[src/rtl/hack_vga_pkg.sv]
// Shared 640x480@60 timing constants, Hack screen geometry and colours for the screen scanner.
package hack_vga_pkg;

    localparam logic [9:0] H_VISIBLE = 10'd640;
    localparam logic [9:0] H_FRONT   = 10'd16;
    localparam logic [9:0] H_SYNC    = 10'd96;
    localparam logic [9:0] H_BACK    = 10'd48;
    localparam logic [9:0] H_TOTAL   = H_VISIBLE + H_FRONT + H_SYNC + H_BACK;

    localparam logic [9:0] V_VISIBLE = 10'd480;
    localparam logic [9:0] V_FRONT   = 10'd10;
    localparam logic [9:0] V_SYNC    = 10'd2;
    localparam logic [9:0] V_BACK    = 10'd33;
    localparam logic [9:0] V_TOTAL   = V_VISIBLE + V_FRONT + V_SYNC + V_BACK;

    localparam logic [9:0] HACK_SCREEN_W = 10'd512;
    localparam logic [9:0] HACK_SCREEN_H = 10'd256;
    localparam int         WORDS_PER_ROW = 32;

    // Ticks between a fetch and the first pixel of the fetched word.
    localparam int FETCH_LEAD = 2;

    localparam logic [2:0] RGB_BLACK = 3'b000;
    localparam logic [2:0] RGB_WHITE = 3'b111;
    localparam logic [2:0] RGB_BLUE  = 3'b001;

    typedef enum logic [1:0] {
        REGION_BLANK,
        REGION_BORDER,
        REGION_WINDOW
    } region_e;

    function automatic logic in_span(input logic [9:0] x, input logic [9:0] lo, input logic [9:0] len);
        return (x >= lo) && ((x - lo) < len);
    endfunction

endpackage

[src/rtl/hack_vga_timing.sv]
// Horizontal/vertical pixel counters with combinational sync and visible-area flags.
module hack_vga_timing
    import hack_vga_pkg::*;
(
    input  logic       clock,
    input  logic       reset,
    input  logic       pix_en,
    output logic [9:0] h_cnt,
    output logic [9:0] v_cnt,
    output logic       hsync_n,
    output logic       vsync_n,
    output logic       visible
);

    logic [9:0] h_cnt_q, h_cnt_d;
    logic [9:0] v_cnt_q, v_cnt_d;

    always_comb begin
        h_cnt_d = h_cnt_q;
        v_cnt_d = v_cnt_q;
        if (pix_en) begin
            if (h_cnt_q == H_TOTAL - 10'd1) begin
                h_cnt_d = '0;
                v_cnt_d = (v_cnt_q == V_TOTAL - 10'd1) ? '0 : v_cnt_q + 10'd1;
            end else begin
                h_cnt_d = h_cnt_q + 10'd1;
            end
        end
    end

    always_ff @(posedge clock or posedge reset) begin
        if (reset) begin
            h_cnt_q <= '0;
            v_cnt_q <= '0;
        end else begin
            h_cnt_q <= h_cnt_d;
            v_cnt_q <= v_cnt_d;
        end
    end

    assign h_cnt   = h_cnt_q;
    assign v_cnt   = v_cnt_q;
    assign hsync_n = !in_span(h_cnt_q, H_VISIBLE + H_FRONT, H_SYNC);
    assign vsync_n = !in_span(v_cnt_q, V_VISIBLE + V_FRONT, V_SYNC);
    assign visible = (h_cnt_q < H_VISIBLE) && (v_cnt_q < V_VISIBLE);

endmodule

[src/rtl/hack_screen_scanner.sv]
// VGA scanner for the 512x256 Hack screen: fetch scheduling, word serializer and colour mux.
// Define HACK_SCAN_BORDER_EN to paint the visible area around the Hack window blue.
module hack_screen_scanner
    import hack_vga_pkg::*;
#(
    parameter int H_OFFSET = 64,
    parameter int V_OFFSET = 112
) (
    input  logic        clock,
    input  logic        reset,
    input  logic        pix_en,
    output logic        rd_en,
    output logic [12:0] rd_addr,
    input  logic [15:0] rd_data,
    output logic        hsync,
    output logic        vsync,
    output logic [2:0]  rgb,
    output logic        frame_start
);

`ifdef HACK_SCAN_BORDER_EN
    localparam logic [2:0] RGB_BORDER = RGB_BLUE;
`else
    localparam logic [2:0] RGB_BORDER = RGB_BLACK;
`endif

    localparam logic [9:0] WIN_X0   = 10'(H_OFFSET);
    localparam logic [9:0] WIN_Y0   = 10'(V_OFFSET);
    localparam logic [9:0] FETCH_X0 = 10'(H_OFFSET - FETCH_LEAD);

    logic [9:0] h_cnt, v_cnt;
    logic       tm_hsync_n, tm_vsync_n, tm_visible;

    hack_vga_timing u_timing (
        .clock   (clock),
        .reset   (reset),
        .pix_en  (pix_en),
        .h_cnt   (h_cnt),
        .v_cnt   (v_cnt),
        .hsync_n (tm_hsync_n),
        .vsync_n (tm_vsync_n),
        .visible (tm_visible)
    );

    logic [9:0]  wx, wy, fx;
    logic        win_line, win_col, fetch_hit;
    region_e     region;
    logic        pixel;

    logic        rd_en_q, rd_en_d;
    logic [12:0] rd_addr_q, rd_addr_d;
    logic        hsync_q, hsync_d;
    logic        vsync_q, vsync_d;
    logic [2:0]  rgb_q, rgb_d;
    logic        frame_start_q, frame_start_d;
    logic [15:0] shreg_q, shreg_d;

    assign wx        = h_cnt - WIN_X0;
    assign wy        = v_cnt - WIN_Y0;
    assign fx        = h_cnt - FETCH_X0;
    assign win_line  = in_span(v_cnt, WIN_Y0, HACK_SCREEN_H);
    assign win_col   = in_span(h_cnt, WIN_X0, HACK_SCREEN_W);
    // The fetch span is the window shifted left by the lead, one trigger per 16-pixel word.
    assign fetch_hit = win_line && in_span(h_cnt, FETCH_X0, HACK_SCREEN_W) && (fx[3:0] == 4'd0);

    always_comb begin
        rd_en_d       = 1'b0;
        rd_addr_d     = rd_addr_q;
        frame_start_d = 1'b0;
        hsync_d       = hsync_q;
        vsync_d       = vsync_q;
        rgb_d         = rgb_q;
        shreg_d       = shreg_q;
        pixel         = 1'b0;
        region        = REGION_BLANK;

        if (tm_visible) begin
            region = (win_line && win_col) ? REGION_WINDOW : REGION_BORDER;
        end

        if (pix_en) begin
            frame_start_d = (h_cnt == '0) && (v_cnt == '0);
            hsync_d       = tm_hsync_n;
            vsync_d       = tm_vsync_n;

            if (fetch_hit) begin
                rd_en_d   = 1'b1;
                rd_addr_d = {wy[7:0], fx[8:4]};
            end

            if (region == REGION_WINDOW) begin
                if (wx[3:0] == 4'd0) begin
                    pixel   = rd_data[0];
                    shreg_d = rd_data >> 1;
                end else begin
                    pixel   = shreg_q[0];
                    shreg_d = shreg_q >> 1;
                end
            end

            case (region)
                REGION_WINDOW: rgb_d = pixel ? RGB_BLACK : RGB_WHITE;
                REGION_BORDER: rgb_d = RGB_BORDER;
                default:       rgb_d = RGB_BLACK;
            endcase
        end
    end

    always_ff @(posedge clock or posedge reset) begin
        if (reset) begin
            rd_en_q       <= 1'b0;
            rd_addr_q     <= '0;
            hsync_q       <= 1'b1;
            vsync_q       <= 1'b1;
            rgb_q         <= RGB_BLACK;
            frame_start_q <= 1'b0;
            shreg_q       <= '0;
        end else begin
            rd_en_q       <= rd_en_d;
            rd_addr_q     <= rd_addr_d;
            hsync_q       <= hsync_d;
            vsync_q       <= vsync_d;
            rgb_q         <= rgb_d;
            frame_start_q <= frame_start_d;
            shreg_q       <= shreg_d;
        end
    end

    assign rd_en       = rd_en_q;
    assign rd_addr     = rd_addr_q;
    assign hsync       = hsync_q;
    assign vsync       = vsync_q;
    assign rgb         = rgb_q;
    assign frame_start = frame_start_q;

endmodule

[config.mk]
export PLATFORM = sky130hd
export DESIGN_NAME = hack_screen_scanner
export DESIGN_NICKNAME = d
export VERILOG_FILES = /design/src/rtl/hack_vga_pkg.sv /design/src/rtl/hack_vga_timing.sv /design/src/rtl/hack_screen_scanner.sv
export SDC_FILE = /design/constraint.sdc
export NUM_CORES = 1
export LEC_CHECK = 0
export BUFFER_PORTS_ARGS = -buffer_cell sky130_fd_sc_hd__buf_4
export CAP_MARGIN = 20
export CORE_MARGIN = 3
export CORE_UTILIZATION = 45
export CTS_CLUSTER_SIZE = 12
export DETAILED_ROUTE_END_ITERATION = 6
export PLACE_DENSITY_LB_ADDON = 0.05
export REMOVE_ABC_BUFFERS = 1
export SYNTH_ARGS = -nofsm -noshare
export SYNTH_HDL_FRONTEND = slang
export SYNTH_SLANG_ARGS = --single-unit
[constraint.sdc]
create_clock -name clock -period 2.65 [get_ports clock]
set_clock_uncertainty 0.15 [all_clocks]
set_input_delay 0.265 -clock clock [delete_from_list [all_inputs] [get_ports clock]]
set_output_delay 0.265 -clock clock [all_outputs]
set_load 0.005 [all_outputs]
==> summary.txt <==
Synth
  – Register bit total from synthesis: between 50 and 60
  – Syn Std Cell Area: 3100 sq um
  – Share of the synthesized area in the top cell type: 0.412
  – Synth cell types: 53
  – Syn. warnings: 0
  – Top FF cell, synth: dfrtp_1
  – Sequential share of the synthesized area: 0.429
  – Avg Cell Area, Syn: 10.1 sq um
  – Top cells by area, synth: dfrtp_1, ha_1, mux2i_1, mux2_4, a21oi_1
  – Post-synth top cells: dfrtp_1, nor2_1, a21oi_1
  – Mapped Cells: 307
  – Cell with the most instances after synthesis: dfrtp_1
  – EDFF count, synth: 0
  – Ys async rst share: 1.00
  – Largest area contributor in the netlist: dfrtp_1

Setup path
  – WP data arrival: 2520 ps
  – CP Buf/Inv Count: 1
  – Setup crit end: rd_addr[7]
  – Critical Path Fanout Max: 10
  – Worst Path Class, Setup: reg -> reg
  – Crit-path slowest cell: dfrtp_1
  – R2R Setup Slk: roughly 180 ps
  – Crit end category: register
  – Critical Path Source: u_timing.h_cnt[2]
  – CP Depth: 6
  – Worst r2r path cells: 6
  – CP max stage delay: between 400 and 500 ps
  – Crit start category: register
  – FF-to-FF Start: u_timing.h_cnt[2]
  – FF-to-FF End: rd_addr[7]
  – CP Cell Sequence: ha_1 > and4_2 > a21oi_2 > a2111oi_4 > buf_4 > mux2_2
  – Cell family contributing the most delay on the critical path: flip-flops
  – Crit path required time: about 2700 ps

STA
  – Peak Freq: 0.405 GHz
  – Fin Hold WS: 35.7 ps
  – Worst Max-Slew Pin Slew: between 500 and 600 ps
  – Final hold viol count: 0
  – Final Setup Violations: 0
  – Min Tclk post-route: about 2500 ps
  – Slew HR: 0.633
  – Slew Limit Fails: 0
  – Setup tns final: 0 ps
  – Unrepaired setup endpoints after global routing: no
  – Final Cycle Share: 0.931

Floorplanning
  – Initial Util: 0.477
  – Die width: 89.0 microns
  – # IOs: 39
  – Row Count: 29
  – Die span in y: ~89 microns
  – Core area: 6490 sq um
  – Die area: a little under 8000 sq um

Layout
  – P&R area growth vs syn: 17.5%
  – Share of layout cells above drive strength 1: 0.264
  – Nets: just under 400
  – Antenna cells: 0
  – Fill cell count: roughly 570
  – Final instance area: approximately 3600 sq um
  – Register area: around 1300 sq um
  – Finished Layout Cells: ~430
  – Multi-input gate area: about 1600 sq um

Power
  – Clock Power Share: 0.280
  – Cell-internal power: approximately 1.4 mW
  – Switch Pwr: 0.593 mW
  – Seq pwr share: 0.467
  – VDD IR max: 0.372 mV
  – Static Leak: around 1.6 nW
  – PwrDens: about 540 nW/um^2
  – Sw frac: 0.303
  – Comb power frac: 0.253

Global route
  – First-pass GRT wire length: 10.8 mm
  – Initial antenna violation count: 0
  – Number of global-route vias before repair: 2,293
  – Pin count of the biggest net entering global routing: 32
  – GRT Util Overall: 0.178
  – Overflow after GRT: 0

Clocking
  – Max Buffers Root-to-Sink: 2
  – Worst-path clk slew: 90 ps
  – Clock latency on the worst-skew pair: 310 ps
  – CTS root buffer: clkbuf_8
  – Hold_buf cts: 1
  – Resized Gates After CTS: 0
  – CTS Sinks: between 50 and 60
  – CTS tree: done
  – # H-tree levels: 2
  – CTS buffer count: 5
  – Post-CTS Setup Bufs: 0

Outcome
  – Status: finished clean

Routing
  – Post-DR vias/cell: 5.37
  – Drt first pass iters: 4
  – Remaining DRCs: 0
  – Final ANT Viol Nets: 0
  – Avg WL per Cell: 14.9 microns
  – Final wirelength: 6.38 mm
  – Via count: between 2,000 and 2,500
  – Initial drt markers: between 70 and 80

Place
  – Area after DPL: between 3000 and 4000 sq um
  – DP Cell Count: 420
  – Routability congestion estimate: about 0.87
  – HPWL after DPL: roughly 4.6 mm
  – Port bufs: 38

Flow run
  – # Max-Cap Violations: 0

Hold path
  – HP Class: in -> reg
## final cells by class
cell class / count / share of cell area
multi-input combinational: 217 / 0.439
sequential: 53 / 0.365
timing repair buffer: 58 / 0.124
tap: 77 / 0.0265
clock buffer: 6 / 0.0199
inverter: 16 / 0.0165
clock inverter: 2 / 0.00962
## per-layer routing
layer / track usage / share of wire / vias up
met5: 0 / 0 / -
li1: - / - / 1164
met2: 0.273 / 0.46 / 50
met3: 0.0304 / 0.042 / 7
met1: 0.255 / 0.48 / 1084
met4: 0.0622 / 0.013 / 0
## power groups by stage
stage	registers [mW]	clock network [mW]	logic, mW
after floorplan	0.944	0	0.328
after global placement	0.925	0	0.495
after detailed placement	0.928	0	0.499
after CTS	0.913	0.572	0.506
after global routing	0.922	0.603	0.563
final	0.914	0.548	0.496
## worst register-to-register path, delay by kind of cell (launching register included)
kind | cells | cell delay, ps
buffers and inverters | 1 | 280
adders and majority gates | 1 | 290
muxes | 1 | 350
AOI/OAI and AO/OA | 2 | 480
DFF | 1 | 490
and+or+nand+nor | 1 | 330
## cells in the final DEF, fill, tap and decap left out, types with 2 or more instances in the layout
| cell | instances |
|---|---|
| mux2_2 | 6 |
| mux2i_1 | 14 |
| nor3_1 | 5 |
| nor2_1 | 26 |
| nand2b_1 | 2 |
| dfrtp_1 | 51 |
| xor2_1 | 7 |
| clkbuf_8 | 5 |
| nand4_1 | 6 |
| ha_1 | 15 |
| a31oi_1 | 2 |
| and2_1 | 2 |
| buf_4 | 56 |
| o22ai_1 | 4 |
| o31ai_1 | 5 |
| nand3_1 | 11 |
| o21ai_0 | 15 |
| inv_1 | 15 |
| xnor2_1 | 10 |
| nor4_1 | 3 |
| o41ai_1 | 3 |
| nand2_1 | 21 |
| dfstp_2 | 2 |
| a21oi_1 | 24 |
| mux2_4 | 9 |
| nor2b_1 | 2 |
## per-stage QoR
stage,setup WS (ps),power (mW),util
2_1_floorplan,-464,1.27,-
3_3_place_gp,278,1.42,0.542
3_5_place_dp,205,1.43,0.542
4_1_cts,196,1.99,0.561
5_1_grt,67.2,2.09,0.561
6_report,184,1.96,0.561
## how the worst min path moves through the flow
stage / from / endpoint / slack (ps) / cells after the start
floorplan: pix_en / u_timing.h_cnt[1] / 220 / 1
global placement: reset / shreg_q[14] / 200 / 2
detailed placement: reset / shreg_q[13] / 210 / 2
CTS: rd_data[15] / shreg_q[14] / 20 / 3
global route: rd_data[15] / shreg_q[14] / 60 / 3
finish: rd_data[15] / shreg_q[14] / 40 / 3
## sequential cells by signal, indices dropped and copies added (netlist names)
signal	flops
rgb	1
shreg_q	15
hsync	1
u_timing.v_cnt	10
u_timing.h_cnt	10
rd_en	1
frame_start	1
vsync	1
rd_addr	13
## cells by family after synthesis
kind of cell | Yosys count | share of synthesized area
XOR/XNOR | 17 | 0.0481
flip-flops | 53 | 0.429
adder cells (fa/ha/maj) | 15 | 0.0606
AO/OA/AOI/OAI | 63 | 0.132
multiplexers | 29 | 0.111
buffers and inverters | 37 | 0.0569
AND/OR/NAND/NOR | 93 | 0.162
No activity file was read; power rests on OpenSTA's default activity.
